`src/rtl/adc_conv_arbiter.sv`:
```
`default_nettype none
// ============================================================================
// Module   : adc_conv_arbiter
// Purpose  : Shares one SAR ADC core among NREQ requesters. It picks a pending
//            request, drives the channel mux, waits a settle time, and then
//            holds a level SoC. It captures the result on the rising edge of
//            EoC and returns it with a one-cycle done pulse. A programmable
//            timeout abandons a conversion that never completes.
// Ports    : clk, rst            clock, asynchronous active-high reset
//            en, prio_mode       grant enable; 0 = round-robin, 1 = fixed prio
//            req, req_ch         level requests and per-requester channels
//            settle, gap         mux settle cycles, minimum SoC-low cycles
//            timeout_limit       EoC wait limit in cycles (0 = no timeout)
//            gnt, ch_sel, soc    one-hot grant, ADC mux channel, start of conv
//            eoc, adc_data       ADC end of conversion (level) and result
//            done, rdata         per-requester done pulse, last captured result
//            timeout, busy       timeout pulse, arbiter not idle
// Revision : 1.0 - initial release
// ============================================================================
module adc_conv_arbiter #(
  parameter int NREQ = 4,
  parameter int CH_W = 3,
  parameter int DW   = 10,
  parameter int TO_W = 12
) (
  input  logic                   clk,
  input  logic                   rst,
  input  logic                   en,
  input  logic                   prio_mode,
  input  logic [NREQ-1:0]        req,
  input  logic [NREQ*CH_W-1:0]   req_ch,
  input  logic [3:0]             settle,
  input  logic [7:0]             gap,
  input  logic [TO_W-1:0]        timeout_limit,
  output logic [NREQ-1:0]        gnt,
  output logic [CH_W-1:0]        ch_sel,
  output logic                   soc,
  input  logic                   eoc,
  input  logic [DW-1:0]          adc_data,
  output logic [NREQ-1:0]        done,
  output logic [DW-1:0]          rdata,
  output logic                   timeout,
  output logic                   busy
);

  localparam int PW = (NREQ > 1) ? $clog2(NREQ) : 1;

  typedef enum logic [2:0] {
    S_IDLE   = 3'd0,
    S_SETTLE = 3'd1,
    S_CONV   = 3'd2,
    S_DONE   = 3'd3,
    S_HOLD   = 3'd4
  } state_t;

  state_t            state, state_next;
  logic [PW-1:0]     ptr, ptr_next, winner;
  logic [3:0]        settle_cnt, settle_cnt_next;
  logic [TO_W-1:0]   to_cnt, to_cnt_next, to_cnt_inc;
  logic [7:0]        hold_cnt, hold_cnt_next, hold_load;
  logic [NREQ-1:0]   gnt_next, done_next;
  logic [CH_W-1:0]   ch_sel_next;
  logic [DW-1:0]     rdata_next;
  logic              soc_next, timeout_next;
  logic              eoc_q, eoc_rise, limit_hit;
  logic [CH_W-1:0]   ch_arr [NREQ];

  genvar gi;
  generate
    for (gi = 0; gi < NREQ; gi++) begin : g_ch_slice
      assign ch_arr[gi] = req_ch[gi*CH_W +: CH_W];
    end
  endgenerate

  // Search NREQ positions starting at 'start', wrapping. Iterating from the
  // far end downward lets the nearest asserted position overwrite the result.
  always_comb begin
    int start;
    logic [PW-1:0] idx;
    winner = '0;
    idx    = '0;
    start  = prio_mode ? 0 : int'(ptr) + 1;
    for (int k = NREQ - 1; k >= 0; k--) begin
      idx = PW'((start + k) % NREQ);
      if (req[idx]) begin
        winner = idx;
      end
    end
  end

  assign to_cnt_inc = to_cnt + TO_W'(1);
  assign eoc_rise   = eoc & ~eoc_q;
  assign limit_hit  = (timeout_limit != '0) && (to_cnt_inc == timeout_limit);
  // HOLD lasts max(gap,1) cycles; the counter holds remaining-minus-one.
  assign hold_load  = (gap == 8'd0) ? 8'd0 : gap - 8'd1;
  assign busy       = (state != S_IDLE);

  always_comb begin
    state_next      = state;
    ptr_next        = ptr;
    gnt_next        = gnt;
    ch_sel_next     = ch_sel;
    rdata_next      = rdata;
    settle_cnt_next = settle_cnt;
    hold_cnt_next   = hold_cnt;
    to_cnt_next     = '0;
    soc_next        = 1'b0;
    done_next       = '0;
    timeout_next    = 1'b0;

    case (state)
      S_IDLE: begin
        if (en && (req != '0)) begin
          state_next      = S_SETTLE;
          gnt_next        = NREQ'(1) << winner;
          ch_sel_next     = ch_arr[winner];
          ptr_next        = winner;
          settle_cnt_next = settle;
        end
      end

      S_SETTLE: begin
        if (settle_cnt == 4'd0) begin
          state_next = S_CONV;
        end else begin
          settle_cnt_next = settle_cnt - 4'd1;
        end
      end

      S_CONV: begin
        to_cnt_next = to_cnt_inc;
        // The edge is tested first so a simultaneous limit match loses.
        if (eoc_rise) begin
          rdata_next = adc_data;
          done_next  = gnt;
          state_next = S_DONE;
        end else if (limit_hit) begin
          timeout_next  = 1'b1;
          gnt_next      = '0;
          hold_cnt_next = hold_load;
          state_next    = S_HOLD;
        end else begin
          soc_next = 1'b1;
        end
      end

      S_DONE: begin
        gnt_next      = '0;
        hold_cnt_next = hold_load;
        state_next    = S_HOLD;
      end

      S_HOLD: begin
        if (hold_cnt == 8'd0) begin
          state_next = S_IDLE;
        end else begin
          hold_cnt_next = hold_cnt - 8'd1;
        end
      end

      default: begin
        state_next = S_IDLE;
        gnt_next   = '0;
      end
    endcase
  end

  always_ff @(posedge clk or posedge rst) begin
    if (rst) begin
      state      <= S_IDLE;
      ptr        <= PW'(NREQ - 1);
      gnt        <= '0;
      ch_sel     <= '0;
      soc        <= 1'b0;
      done       <= '0;
      rdata      <= '0;
      timeout    <= 1'b0;
      eoc_q      <= 1'b0;
      settle_cnt <= 4'd0;
      hold_cnt   <= 8'd0;
      to_cnt     <= '0;
    end else begin
      state      <= state_next;
      ptr        <= ptr_next;
      gnt        <= gnt_next;
      ch_sel     <= ch_sel_next;
      soc        <= soc_next;
      done       <= done_next;
      rdata      <= rdata_next;
      timeout    <= timeout_next;
      eoc_q      <= eoc;
      settle_cnt <= settle_cnt_next;
      hold_cnt   <= hold_cnt_next;
      to_cnt     <= to_cnt_next;
    end
  end

endmodule
`default_nettype wire

```
`config.mk`:
```
export PLATFORM = sky130hd
export DESIGN_NAME = adc_conv_arbiter
export DESIGN_NICKNAME = d
export VERILOG_FILES = /design/src/rtl/adc_conv_arbiter.sv
export SDC_FILE = /design/constraint.sdc
export NUM_CORES = 1
export LEC_CHECK = 0
export ABC_AREA = 1
export BUFFER_PORTS_ARGS = -buffer_cell sky130_fd_sc_hd__clkbuf_2
export CORE_MARGIN = 4
export CORE_UTILIZATION = 54
export CTS_BUF_LIST = sky130_fd_sc_hd__clkbuf_16
export DETAILED_ROUTE_END_ITERATION = 8
export PLACE_DENSITY_LB_ADDON = 0.15
export SLEW_MARGIN = 30
export SYNTH_ARGS = -nofsm -noshare
export SYNTH_HDL_FRONTEND = slang
export SYNTH_SLANG_ARGS = --single-unit
```
`constraint.sdc`:
```
create_clock -name clk -period 2.1 [get_ports clk]
set_clock_uncertainty 0.05 [all_clocks]
set_input_delay 0 -clock clk [delete_from_list [all_inputs] [get_ports clk]]
set_output_delay 0 -clock clk [all_outputs]
set_load 0.05 [all_outputs]
```
# Word level (Yosys, flattened, before mapping)
# Cells that the tools add are included.
# Widths: inputs -> output; s select.
[word_totals]
output_inout_bits = 24
wordCells = 104
in_bits = 55
ff_bits = 53
[op_classes]
magnitude_cmp = 5
n_addsub = 8
bitwise_logic = 4
reduce_logical = 18
shift = 1
eq_ne = 13
n_mux = 43
[ops]
columns = ["operator", "count"]
rows = [
  ["$mux 8", 4],
  ["$mux 4", 7],
  ["$pmux 8 s3", 1],
  ["$mux 3", 7],
  ["$logic_not 8->1", 2],
  ["$sub 8x1->8 const B", 2],
  ["$pmux 3 s5", 1],
  ["$ne 2x2->1 const B", 7],
  ["$add 12x1->12 const B", 1],
  ["$eq 12x12->1", 1],
  ["$lt 2x3->1 const B", 4],
  ["$mux 12", 1],
  ["$pmux 4 s3", 1],
  ["$reduce_and 4->1", 3],
  ["$reduce_bool 12->1", 1],
  ["$mux 1", 10],
  ["$mux 2", 5],
  ["$bmux 1 s2", 4],
  ["$pmux 4 s2", 1],
  ["$bmux 3 s2", 1],
  ["$eq 3x2->1 const B", 2],
  ["$reduce_bool 3->1", 2],
  ["$add 2x1->2 const B", 2],
  ["$add 2x2->2 const B", 2],
  ["other kinds (17)", 20],
]

# Longest topological paths before layout
[logic_depth]
depth_word = 13
mapped_depth = 16
mapped_depth_nobuf = 16

# Least setup slack after synthesis
# Ideal clock, no wire load.
[synth_timing]
path_type = "register -> register"
startpoint = "register state[1]"
endpoint = "register settle_cnt[2]"
required_ps = 1929
period_less_slack_ps = 1981
setup_slack_ps = 119
path_buffers = 0
arrival_time_ps = 1810
setup_ps = 121
stages_incl_launch_ff = 8
path_cell_list = "dfrtp_1 nor2_1 nand2_1 nor2_1 inv_1 nand2_1 o21ai_0 a22o_1"
[synth_via]
elab_chain_cells = 3
word_cells_on_any_way = 7
classes_between = "3 x eq/ne; 1 x mux; 3 x reduce/logical"
[synth_lines]
columns = ["item", "line_no", "rtl"]
rows = [
  ["start, declared", "56", "state_t state, state_next;"],
  ["start signal, assigned", "183", "state <= state_next;"],
  ["$eq 3x1->1 / $logic_not 3->1 (equally long branches)", "111", "case (state)"],
  ["$ne 2x2->1 (no line) / $reduce_bool 2->1 (equally long branches)", "-", ""],
  ["$reduce_and 3->1 (no line)", "-", ""],
  ["end signal, assigned", "192", "settle_cnt <= settle_cnt_next;"],
  ["end, declared", "58", "logic [3:0] settle_cnt, settle_cnt_next;"],
]
# Parallel ways exist; a longest one is shown, timed or not.
# A chain may end at the register's enable or synchronous reset.

# Worst setup path in the final report
[layout_timing]
startpoint = "register to_cnt[1]"
endpoint = "register hold_cnt[7]"
[layout_via]
elab_chain_cells = 5
[layout_lines]
columns = ["item", "line_no", "rtl"]
rows = [
  ["start, declared", "59", "logic [TO_W-1:0] to_cnt, to_cnt_next, to_cnt_inc;"],
  ["start signal, assigned", "194", "to_cnt <= to_cnt_next;"],
  ["$add 12x1->12", "91", "assign to_cnt_inc = to_cnt + TO_W'(1);"],
  ["$eq 12x12->1", "93", "assign limit_hit = (timeout_limit != '0) && (to_cnt_inc == timeout_limit);"],
  ["$logic_and 1x1->1", "93", ""],
  ["$ne 2x2->1 (no line)", "-", ""],
  ["$reduce_and 4->1 (no line)", "-", ""],
  ["end signal, assigned", "193", "hold_cnt <= hold_cnt_next;"],
  ["end, declared", "60", "logic [7:0] hold_cnt, hold_cnt_next, hold_load;"],
]
# No other way between the ends.

==> results.toml <==
[outcome]
status = "complete, no violations"

[clocking]
cts.clk_slew.worst_paths_ns = 0.07
clk_latency_ns = 0.29
cts_tree = "yes"
clk_path_buf_depth = 2
ctsHtreeMaxLevel = 2
clock-root-buffer = "clkbuf_16"
numCtsBuffers = 5
cts.sinks = 53

[finish]
area_growth_pct = 29.5
fin_nets = 652
fillers = 496
layout_commonest_cell = "nand2_1"
n_antenna_cell = 0
post-route-util = 0.727
drive_gt1_frac = 0.246
mostFrequentLayoutCells = "184 x nand2_1, 78 x clkbuf_2, 52 x inv_1"

[timing]
period_share = 0.955
rsz0062_at_grt = "yes"
setup_viol = 0
final_max_slew_viol_count = 0
tightest_slew_ns = 0.790
hold_violations = 0
setup_ws_ns = 0.0938
max_freq_mhz = 498
period_minus_slack_ns = 2.01
maxSlewHeadroom = 0.469

[detailed_routing]
first_iter_violations = 163
antenna_left = 0
wl_per_cell_um = 13.0
via_count = 3470
drc = 0
wl_mm = 8.66
drt_first_pass_iters = 4
routed_via_density = 5.19

[global_routing]
grt_pass1_vias = 3182
antenna_found_initial = 0
track_usage = 0.231
grt_pass1_wl_mm = 14.0
grt_max_degree = 27
overflow = 0

[floorplanning]
die_x_um = 86.7
die_h_um = 86.7
io_pins = 79
core_um2 = 5960
num_rows = 28
start_util = 0.561
dieArea_um2 = 7510

[logic_synthesis]
syn_area_per_cell_um2 = 6.98
synth_area_um2 = 3340
synth_nets = 539
synth.distinct_cells = 36
postSynthCellCount = 479
ys_seq_area_frac = 0.398
ys_warn_count = 0
ys_ff_latch = 53

[placement]
pre_cts_ws_ns = 0.0111
gp_congestion = 0.894
port_buffers = 78
dp_hpwl_mm = 6.27

[setup_path]
cp.required_ns = 2.28
worstSetupStartpointType = "flop"
worstPathCellList = "ha_2 -> nand2_2 -> nor2_4 -> nand4_1 -> nand2_1 -> nand2_1 -> nand2_1 -> nand2_1 -> nor2_2 -> nand3_2 -> nand2_4 -> buf_6 -> nand3_1 -> nand2_1"
cp_slowest_cell = "dfrtp_1"
r2r-end = "hold_cnt[7]"
cpMostUsedCell = "nand2_1"
reg2reg_from = "to_cnt[1]"
max_stage_delay_ns = 0.38
crit_type = "flop to flop"
r2r_slack_ns = 0.09
startpoint = "to_cnt[1]"
crit_end = "hold_cnt[7]"
crit_path_end_kind = "flop"
arrival_ns = 2.19
cp_max_fo = 8
reg2regPathDepth = 14

[power_and_ir_drop]
power.leakage_nw = 2.29
ir_drop_mv = 0.959
power_density_nw_per_um2 = 1230
pwr-share-comb = 0.523
p_total_mw = 5.31
pwr-share-clk = 0.175
p_sw_frac = 0.477
p_switching_mw = 2.53
seqPwrFrac = 0.302
intPower_mw = 2.78

[job]
drv_cap = 0

[worst_hold_path]
hp-class = "input pin to flop"
## synthesized netlist by cell type
library cell,n,area (µm²)
buf_2,2,10.0
a21oi_4,1,16.3
nand2_2,5,31.3
a21oi_1,6,30.0
inv_2,2,7.51
o31ai_1,1,7.51
nand3_1,34,170
nor2_1,37,139
nand2_4,1,11.3
ha_1,5,62.6
nor4_1,3,18.8
dfrtp_1,51,1280
nand2_1,192,721
o22ai_1,4,25.0
nor2_4,4,45.0
o21ai_0,20,100
clkbuf_1,1,3.75
nand3_2,1,10.0
nor3b_1,1,7.51
nor4_4,1,21.3
dfstp_2,2,52.6
nor2_2,5,31.3
buf_1,1,3.75
a22o_1,1,8.76
nand4_1,7,43.8
nor3_1,11,55.1
o21bai_1,1,7.51
o211ai_1,1,7.51
nor3_4,1,16.3
xor2_1,6,52.6
inv_1,54,203
xnor2_1,8,70.1
and2_1,1,6.26
a31oi_1,2,12.5
buf_12,1,20.0
nand3b_1,5,37.5
## worst max-delay path, delay by kind of cell, from the launching register on
kind / cells / cell delay, ns
DFF: 1 / 0.38
buffers and inverters: 1 / 0.14
and+or+nand+nor: 12 / 1.18
adders and majority gates: 1 / 0.20
## flip-flops by register name (all words and copies together) (netlist names)
register,count
done,4
ch_sel,3
rdata,10
soc,1
to_cnt,12
ptr,2
state,3
eoc_q,1
timeout,1
settle_cnt,4
gnt,4
hold_cnt,8
## area by class of cell
cell class	instances	area [µm²]	share of cell area
Multi-Input combinational cell	365	1840	0.426
Sequential cell	53	1330	0.308
Timing Repair Buffer	111	684	0.158
Inverter	56	210	0.0486
Clock buffer	5	125	0.0289
Tap cell	75	93.8	0.0217
Clock inverter	3	41.3	0.00954
## cell families (layout without fill, tap and decap cells)
family,count (synthesis),in the layout,synth area share
DFF,53,53,0.398
adders and majority gates,5,5,0.0187
buffers and inverters,61,175,0.0741
xor gates and xnor gates,14,14,0.0367
and+or+nand+nor,309,309,0.408
AOI/OAI and AO/OA,37,37,0.0644
## worst min-delay path by stage
stage | startpoint | to | slack, ns | cells after the start
2_1_floorplan | eoc | eoc_q | -0.02 | 0
3_3_place_gp | rst | rdata[0] | 0.01 | 2
3_5_place_dp | rst | rdata[0] | 0.02 | 2
4_1_cts | gap[0] | hold_cnt[0] | 0.005 | 4
5_1_grt | gap[0] | hold_cnt[0] | 0.04 | 4
6_report | gap[0] | hold_cnt[0] | 0.004 | 4
## stage by stage
stage	setup TNS (ns)	area, µm²	hold WS, ns	std cells
after global routing	-0.742	4330	0.0356	668
after CTS	0	4200	0.00489	662
after global placement	0	3890	0.0112	640
final	0	4330	0.00436	668
after floorplan	0	3340	-0.0186	479
after detailed placement	0	3890	0.0180	640
## power by group through the flow
stage | clock, mW | combinational, mW | sequential (mW)
global placement | 0 | 2.54 | 1.60
finish | 0.930 | 2.78 | 1.61
global route | 0.984 | 3.06 | 1.65
floorplan | 0 | 1.45 | 2.08
detailed placement | 0 | 2.61 | 1.60
CTS | 0.947 | 2.65 | 1.60
## metal layers
metal	up-vias	routed length [µm]	track usage	share of wire
met5	-	0	0	0
met4	0	153	0.0595	0.018
met3	16	418	0.0371	0.048
met2	108	4440	0.423	0.51
met1	1604	3650	0.282	0.42
li1	1742	-	-	-
## repair_timing
action | 4_1_cts | 5_1_grt
hold endpoints to repair | 37 | 0
resized for setup | 1 | 28
hold buffers | 14 | 0
setup endpoints to repair | 3 | 17
pin swaps | 0 | 16
buffers inserted | 0 | 6
Power figures use the tool's default switching activity.
